## config.mk

```make
export PLATFORM = sky130hd
export DESIGN_NAME = if_fetch_stage_flat
export DESIGN_NICKNAME = d
export VERILOG_FILES = /design/src/rtl/if_fetch_stage_if.sv /design/src/rtl/if_fetch_stage.sv /design/src/flat_wrapper.sv
export SDC_FILE = /design/constraint.sdc
export NUM_CORES = 1
export LEC_CHECK = 0
export CORE_MARGIN = 2
export CORE_UTILIZATION = 43
export CTS_BUF_LIST = sky130_fd_sc_hd__clkbuf_16
export CTS_CLUSTER_DIAMETER = 60
export DETAILED_ROUTE_END_ITERATION = 10
export PLACE_DENSITY = 0.94
export SLEW_MARGIN = 20
export SYNTH_ARGS = -nofsm -noshare
export SYNTH_HDL_FRONTEND = slang
export SYNTH_SLANG_ARGS = --single-unit
```

## constraint.sdc

```tcl
create_clock -name clock -period 2.1 [get_ports clock]
set_clock_uncertainty 0.2 [all_clocks]
set_input_delay 0.42 -clock clock [delete_from_list [all_inputs] [get_ports clock]]
set_output_delay 0.42 -clock clock [all_outputs]
set_load 0.01 [all_outputs]
```

## src/rtl/if_fetch_stage_if.sv

```systemverilog
// Bus bundle between the fetch stage and its neighbours: PC adder, instruction memory and decode.
// master = fetch stage side, slave = environment side.
interface if_fetch_stage_if;
    logic [31:0] next_pc;
    logic        flush;
    logic [31:0] pc_out;
    logic        imem_req;
    logic [31:0] imem_addr;
    logic        imem_ack;
    logic [31:0] imem_rdata;
    logic        id_valid;
    logic        id_ready;
    logic [31:0] id_instr;
    logic [31:0] id_pc;

    modport master (
        input  next_pc, flush, imem_ack, imem_rdata, id_ready,
        output pc_out, imem_req, imem_addr, id_valid, id_instr, id_pc
    );

    modport slave (
        output next_pc, flush, imem_ack, imem_rdata, id_ready,
        input  pc_out, imem_req, imem_addr, id_valid, id_instr, id_pc
    );
endinterface

```

## src/rtl/if_fetch_stage.sv

```systemverilog
// Instruction-fetch stage: owns the PC, fetches over req/ack and hands words to decode over valid/ready.
// Optional IF_STALL_CNT_EN adds a saturating stall_count output.
module if_fetch_stage #(
    parameter logic [31:0] RESET_PC = 32'h0000_0000
) (
    input  logic               clock,
    input  logic               reset,
    if_fetch_stage_if.master   bus
`ifdef IF_STALL_CNT_EN
    ,
    output logic [31:0]        stall_count
`endif
);

    typedef enum logic [1:0] {S_IDLE, S_FETCH, S_HOLD} state_e;

    state_e      state_q;
    logic [31:0] pc_q;
    logic [31:0] instr_q;
    logic [31:0] id_pc_q;

    assign bus.pc_out    = pc_q;
    assign bus.imem_addr = pc_q;
    assign bus.imem_req  = (state_q == S_FETCH);
    assign bus.id_valid  = (state_q == S_HOLD);
    assign bus.id_instr  = instr_q;
    assign bus.id_pc     = id_pc_q;

    // Flush wins over a same-cycle ack, so a redirected fetch never reaches decode.
    always_ff @(posedge clock) begin
        if (reset) begin
            state_q <= S_IDLE;
            pc_q    <= RESET_PC;
            instr_q <= 32'h0;
            id_pc_q <= 32'h0;
        end else if (bus.flush) begin
            pc_q    <= bus.next_pc;
            state_q <= S_FETCH;
        end else begin
            case (state_q)
                S_IDLE: state_q <= S_FETCH;
                S_FETCH: begin
                    if (bus.imem_ack) begin
                        instr_q <= bus.imem_rdata;
                        id_pc_q <= pc_q;
                        state_q <= S_HOLD;
                    end
                end
                S_HOLD: begin
                    if (bus.id_ready) begin
                        pc_q    <= bus.next_pc;
                        state_q <= S_FETCH;
                    end
                end
                default: state_q <= S_IDLE;
            endcase
        end
    end

`ifdef IF_STALL_CNT_EN
    logic [31:0] stall_q;
    logic [31:0] stall_d;
    logic        stall_cyc;

    always_comb begin
        stall_cyc = ((state_q == S_FETCH) && !bus.imem_ack) ||
                    ((state_q == S_HOLD)  && !bus.id_ready);
        stall_d   = stall_q;
        if (stall_cyc && (stall_q != 32'hFFFF_FFFF))
            stall_d = stall_q + 32'd1;
    end

    always_ff @(posedge clock) begin
        if (reset) stall_q <= 32'h0;
        else       stall_q <= stall_d;
    end

    assign stall_count = stall_q;
`endif

endmodule

```

## src/flat_wrapper.sv

```systemverilog
// flat-port wrapper written by rule: the top's interface ports become plain ports
module if_fetch_stage_flat 
#(
    parameter logic [31:0] RESET_PC = 32'h0000_0000
)
  (clock, reset, bus_next_pc, bus_flush, bus_imem_ack, bus_imem_rdata, bus_id_ready, bus_pc_out, bus_imem_req, bus_imem_addr, bus_id_valid, bus_id_instr, bus_id_pc);
  if_fetch_stage_if bus_i ();
  input  logic clock;
  input  logic reset;
  input wire logic [$bits(bus_i.next_pc)-1:0] bus_next_pc;
  input wire logic [$bits(bus_i.flush)-1:0] bus_flush;
  input wire logic [$bits(bus_i.imem_ack)-1:0] bus_imem_ack;
  input wire logic [$bits(bus_i.imem_rdata)-1:0] bus_imem_rdata;
  input wire logic [$bits(bus_i.id_ready)-1:0] bus_id_ready;
  output wire logic [$bits(bus_i.pc_out)-1:0] bus_pc_out;
  output wire logic [$bits(bus_i.imem_req)-1:0] bus_imem_req;
  output wire logic [$bits(bus_i.imem_addr)-1:0] bus_imem_addr;
  output wire logic [$bits(bus_i.id_valid)-1:0] bus_id_valid;
  output wire logic [$bits(bus_i.id_instr)-1:0] bus_id_instr;
  output wire logic [$bits(bus_i.id_pc)-1:0] bus_id_pc;
  assign bus_i.next_pc = bus_next_pc;
  assign bus_i.flush = bus_flush;
  assign bus_i.imem_ack = bus_imem_ack;
  assign bus_i.imem_rdata = bus_imem_rdata;
  assign bus_i.id_ready = bus_id_ready;
  assign bus_pc_out = bus_i.pc_out;
  assign bus_imem_req = bus_i.imem_req;
  assign bus_imem_addr = bus_i.imem_addr;
  assign bus_id_valid = bus_i.id_valid;
  assign bus_id_instr = bus_i.id_instr;
  assign bus_id_pc = bus_i.id_pc;
  if_fetch_stage #(.RESET_PC(RESET_PC)) u_core (.clock(clock), .reset(reset), .bus(bus_i));
endmodule
```

==> results.json <==
{
  "postRouteAntennaNets": 0,
  "dpl.hpwl_um": 7560,
  "drtIter0Drc": 84,
  "clock-root-buffer": "clkbuf_16",
  "setup_tns_ns": 0,
  "cts-hold-fix-buffers": 0,
  "syn-num-nets": 530,
  "drc": 0,
  "ys.warnings.count": 0,
  "tightestPinTransition_ns": 0.297,
  "cp_top_family": "buffers and inverters",
  "path_clk_slew_ns": 0.07,
  "synthSimpleGateAreaFrac": 0.236,
  "crit_path_max_incr_delay_ns": 0.54,
  "ys_seq_area_frac": 0.492,
  "yosysTopAreaCell": "dfxtp_1",
  "synthDominantCellAreaShare": 0.492,
  "clk_latency_ns": 0.32,
  "overflow": 0,
  "synth_top_family_by_area": "simple AND/OR/NAND/NOR gates",
  "ir_worst_vdd_mv": 0.488,
  "antenna_found_initial": 0,
  "cp_max_fo": 7,
  "grt_setup_unrepaired": "false",
  "numCtsBuffers": 9,
  "cp.buffers_inverters": 1,
  "max_slew_margin": 0.802,
  "synthMuxAreaShare": 0.0804,
  "worstPathRequired_ns": 1.48,
  "netlist_instances": 461,
  "cellLeakagePower_uw": 0.00221,
  "netlist_area_sq_um": 3990,
  "rows": 35,
  "track_usage": 0.197,
  "vias": 3542,
  "nets": 686,
  "drv_cap": 0,
  "wl_met2_um": 5310,
  "portBuffers": 198,
  "routedWlPerCell_um": 14.0,
  "fin_crit_sh": 0.958,
  "synth-compound-area-share": 0.0889,
  "synth_edf_count": 0,
  "drv_slew": 0,
  "gp_congestion": 0.776,
  "drtPass1Iterations": 4,
  "dp_slack_ns": 0.0396,
  "synth.area.top_cells": "dfxtp_1 (49%), nand2_1 (12%), nand2b_1 (10%)",
  "grt_pass1_wl_um": 16000,
  "synthAdderAreaFrac": 0,
  "routed_wl_um": 10200,
  "grt_pass1_vias": 3356,
  "synth_seq_cells": 98,
  "path_cells": "nor2b_1, clkdlybuf4s50_1",
  "core_area_sq_um": 9110,
  "synthXorXnorAreaFrac": 0,
  "cts_tree": "yes",
  "synthArstFlopShare": 0,
  "drive_above_1_share": 0.0482,
  "syn_avg_cell_area_sq_um": 8.64,
  "die_height_um": 100,
  "synthFlopType": "dfxtp_1",
  "power.density_nw_per_um2": 669,
  "die_area_sq_um": 10100,
  "start_kind": "flip-flop",
  "top_layer": "met4",
  "met3WireLength_um": 628,
  "crit_slowest_cell": "clkdlybuf4s50_1",
  "fill_cells": 696,
  "worst_setup_path_end_kind": "primary output",
  "initial_core_util": 0.438,
  "final_common_cell": "clkdlybuf4s50_1",
  "hp-class": "input port to flip-flop",
  "status": "complete, no violations",
  "final_cell_mix": "clkdlybuf4s50_1 (196), nand2_1 (128), dfxtp_1 (96)",
  "period_minus_slack_ns": 2.01,
  "fin_ws_ns": 0.0872,
  "wirelength_met1_um": 4180,
  "setup_viol": 0,
  "diodes": 0,
  "synthDistinctLibCells": 18,
  "h-tree-depth": 3,
  "grt_max_degree": 65,
  "clockBufferDepth": 2,
  "path_class": "flip-flop to primary output",
  "syn_to_final_growth_pct": 53.8,
  "viasPerCell": 4.83,
  "critPathArrivalTime_ns": 1.39,
  "io_pins": 199,
  "cts.sinks": 98,
  "hold_viol": 0,
  "max_freq_mhz": 497,
  "die_x_um": 100
}
## path summary, 6_finish.rpt
check             cells past startpoint                 from                    to  slack, ns
hold reg to reg                       2  u_core.bus.id_pc[4]   u_core.bus.id_pc[4]       0.26
hold / removal                        2                reset  u_core.bus.id_pc[17]       0.13
setup reg to reg                      4    u_core.state_q[1]  u_core.bus.id_pc[24]       0.64
setup / recovery                      2    u_core.state_q[0]          bus_imem_req       0.09
## flip-flops by register name (all words and copies together), names as in the netlist
register / cells
u_core.state_q: 2
u_core.bus.imem_addr: 32
u_core.bus.id_instr: 32
u_core.bus.id_pc: 32
## worst reg2reg max path: stages (launching register included)
cell and delay, ns:
dfxtp_2 0.35, and4bb_2 0.34, buf_12 0.23, nand2_1 0.12, a21oi_1 0.15
## per-stage QoR
stage | total power [uW] | util | area, sq um | hold slack (ns) | instances
6_report | 4100 | 0.673 | 6130 | 0.135 | 733
2_1_floorplan | 2310 | - | 3990 | 0.281 | 461
3_5_place_dp | 2670 | 0.642 | 5850 | 0.247 | 717
5_1_grt | 4280 | 0.673 | 6130 | 0.143 | 733
3_3_place_gp | 2650 | 0.642 | 5850 | 0.242 | 717
4_1_cts | 4160 | 0.673 | 6130 | 0.119 | 733
## layer usage
metal	track usage	up-vias
met1	0.235	1641
met2	0.359	132
li1	-	1758
met3	0.0376	11
met5	0	-
met4	0.0548	0
## Yosys cell counts (10+ instances only)
cell type,count
dfxtp_1,98
buf_2,10
mux2i_1,32
nand2_1,128
buf_4,42
clkbuf_1,11
a21oi_1,65
nand2b_1,65
## timing repair
action,in CTS,in global routing
gates resized for setup,4,1
buffers inserted,0,0
setup endpoints to repair,2,1
## final cells by class
type,count,area [sq um],share of cell area
clock buffers,9,225,0.0367
well taps,111,139,0.0227
repair buffers,208,2120,0.345
clock inverters,7,45.0,0.00735
flip-flops and latches,98,1970,0.321
multi-input cells,300,1640,0.267
## where the power goes
| group | switching (uW) | internal, uW |
|---|---|---|
| Clock | 681 | 800 |
| Combinational | 244 | 387 |
| Sequential | 63.0 | 1930 |
| Total | 987 | 3120 |
## kinds of logic (layout without fill, tap and decap cells)
| logic type | Yosys count | count (layout) |
|---|---|---|
| AO/OA/AOI/OAI | 68 | 68 |
| multiplexers | 32 | 32 |
| buffers and inverters | 63 | 224 |
| AND/OR/NAND/NOR | 200 | 200 |
| flip-flops | 98 | 98 |
No activity file was read; power rests on OpenSTA's default activity.
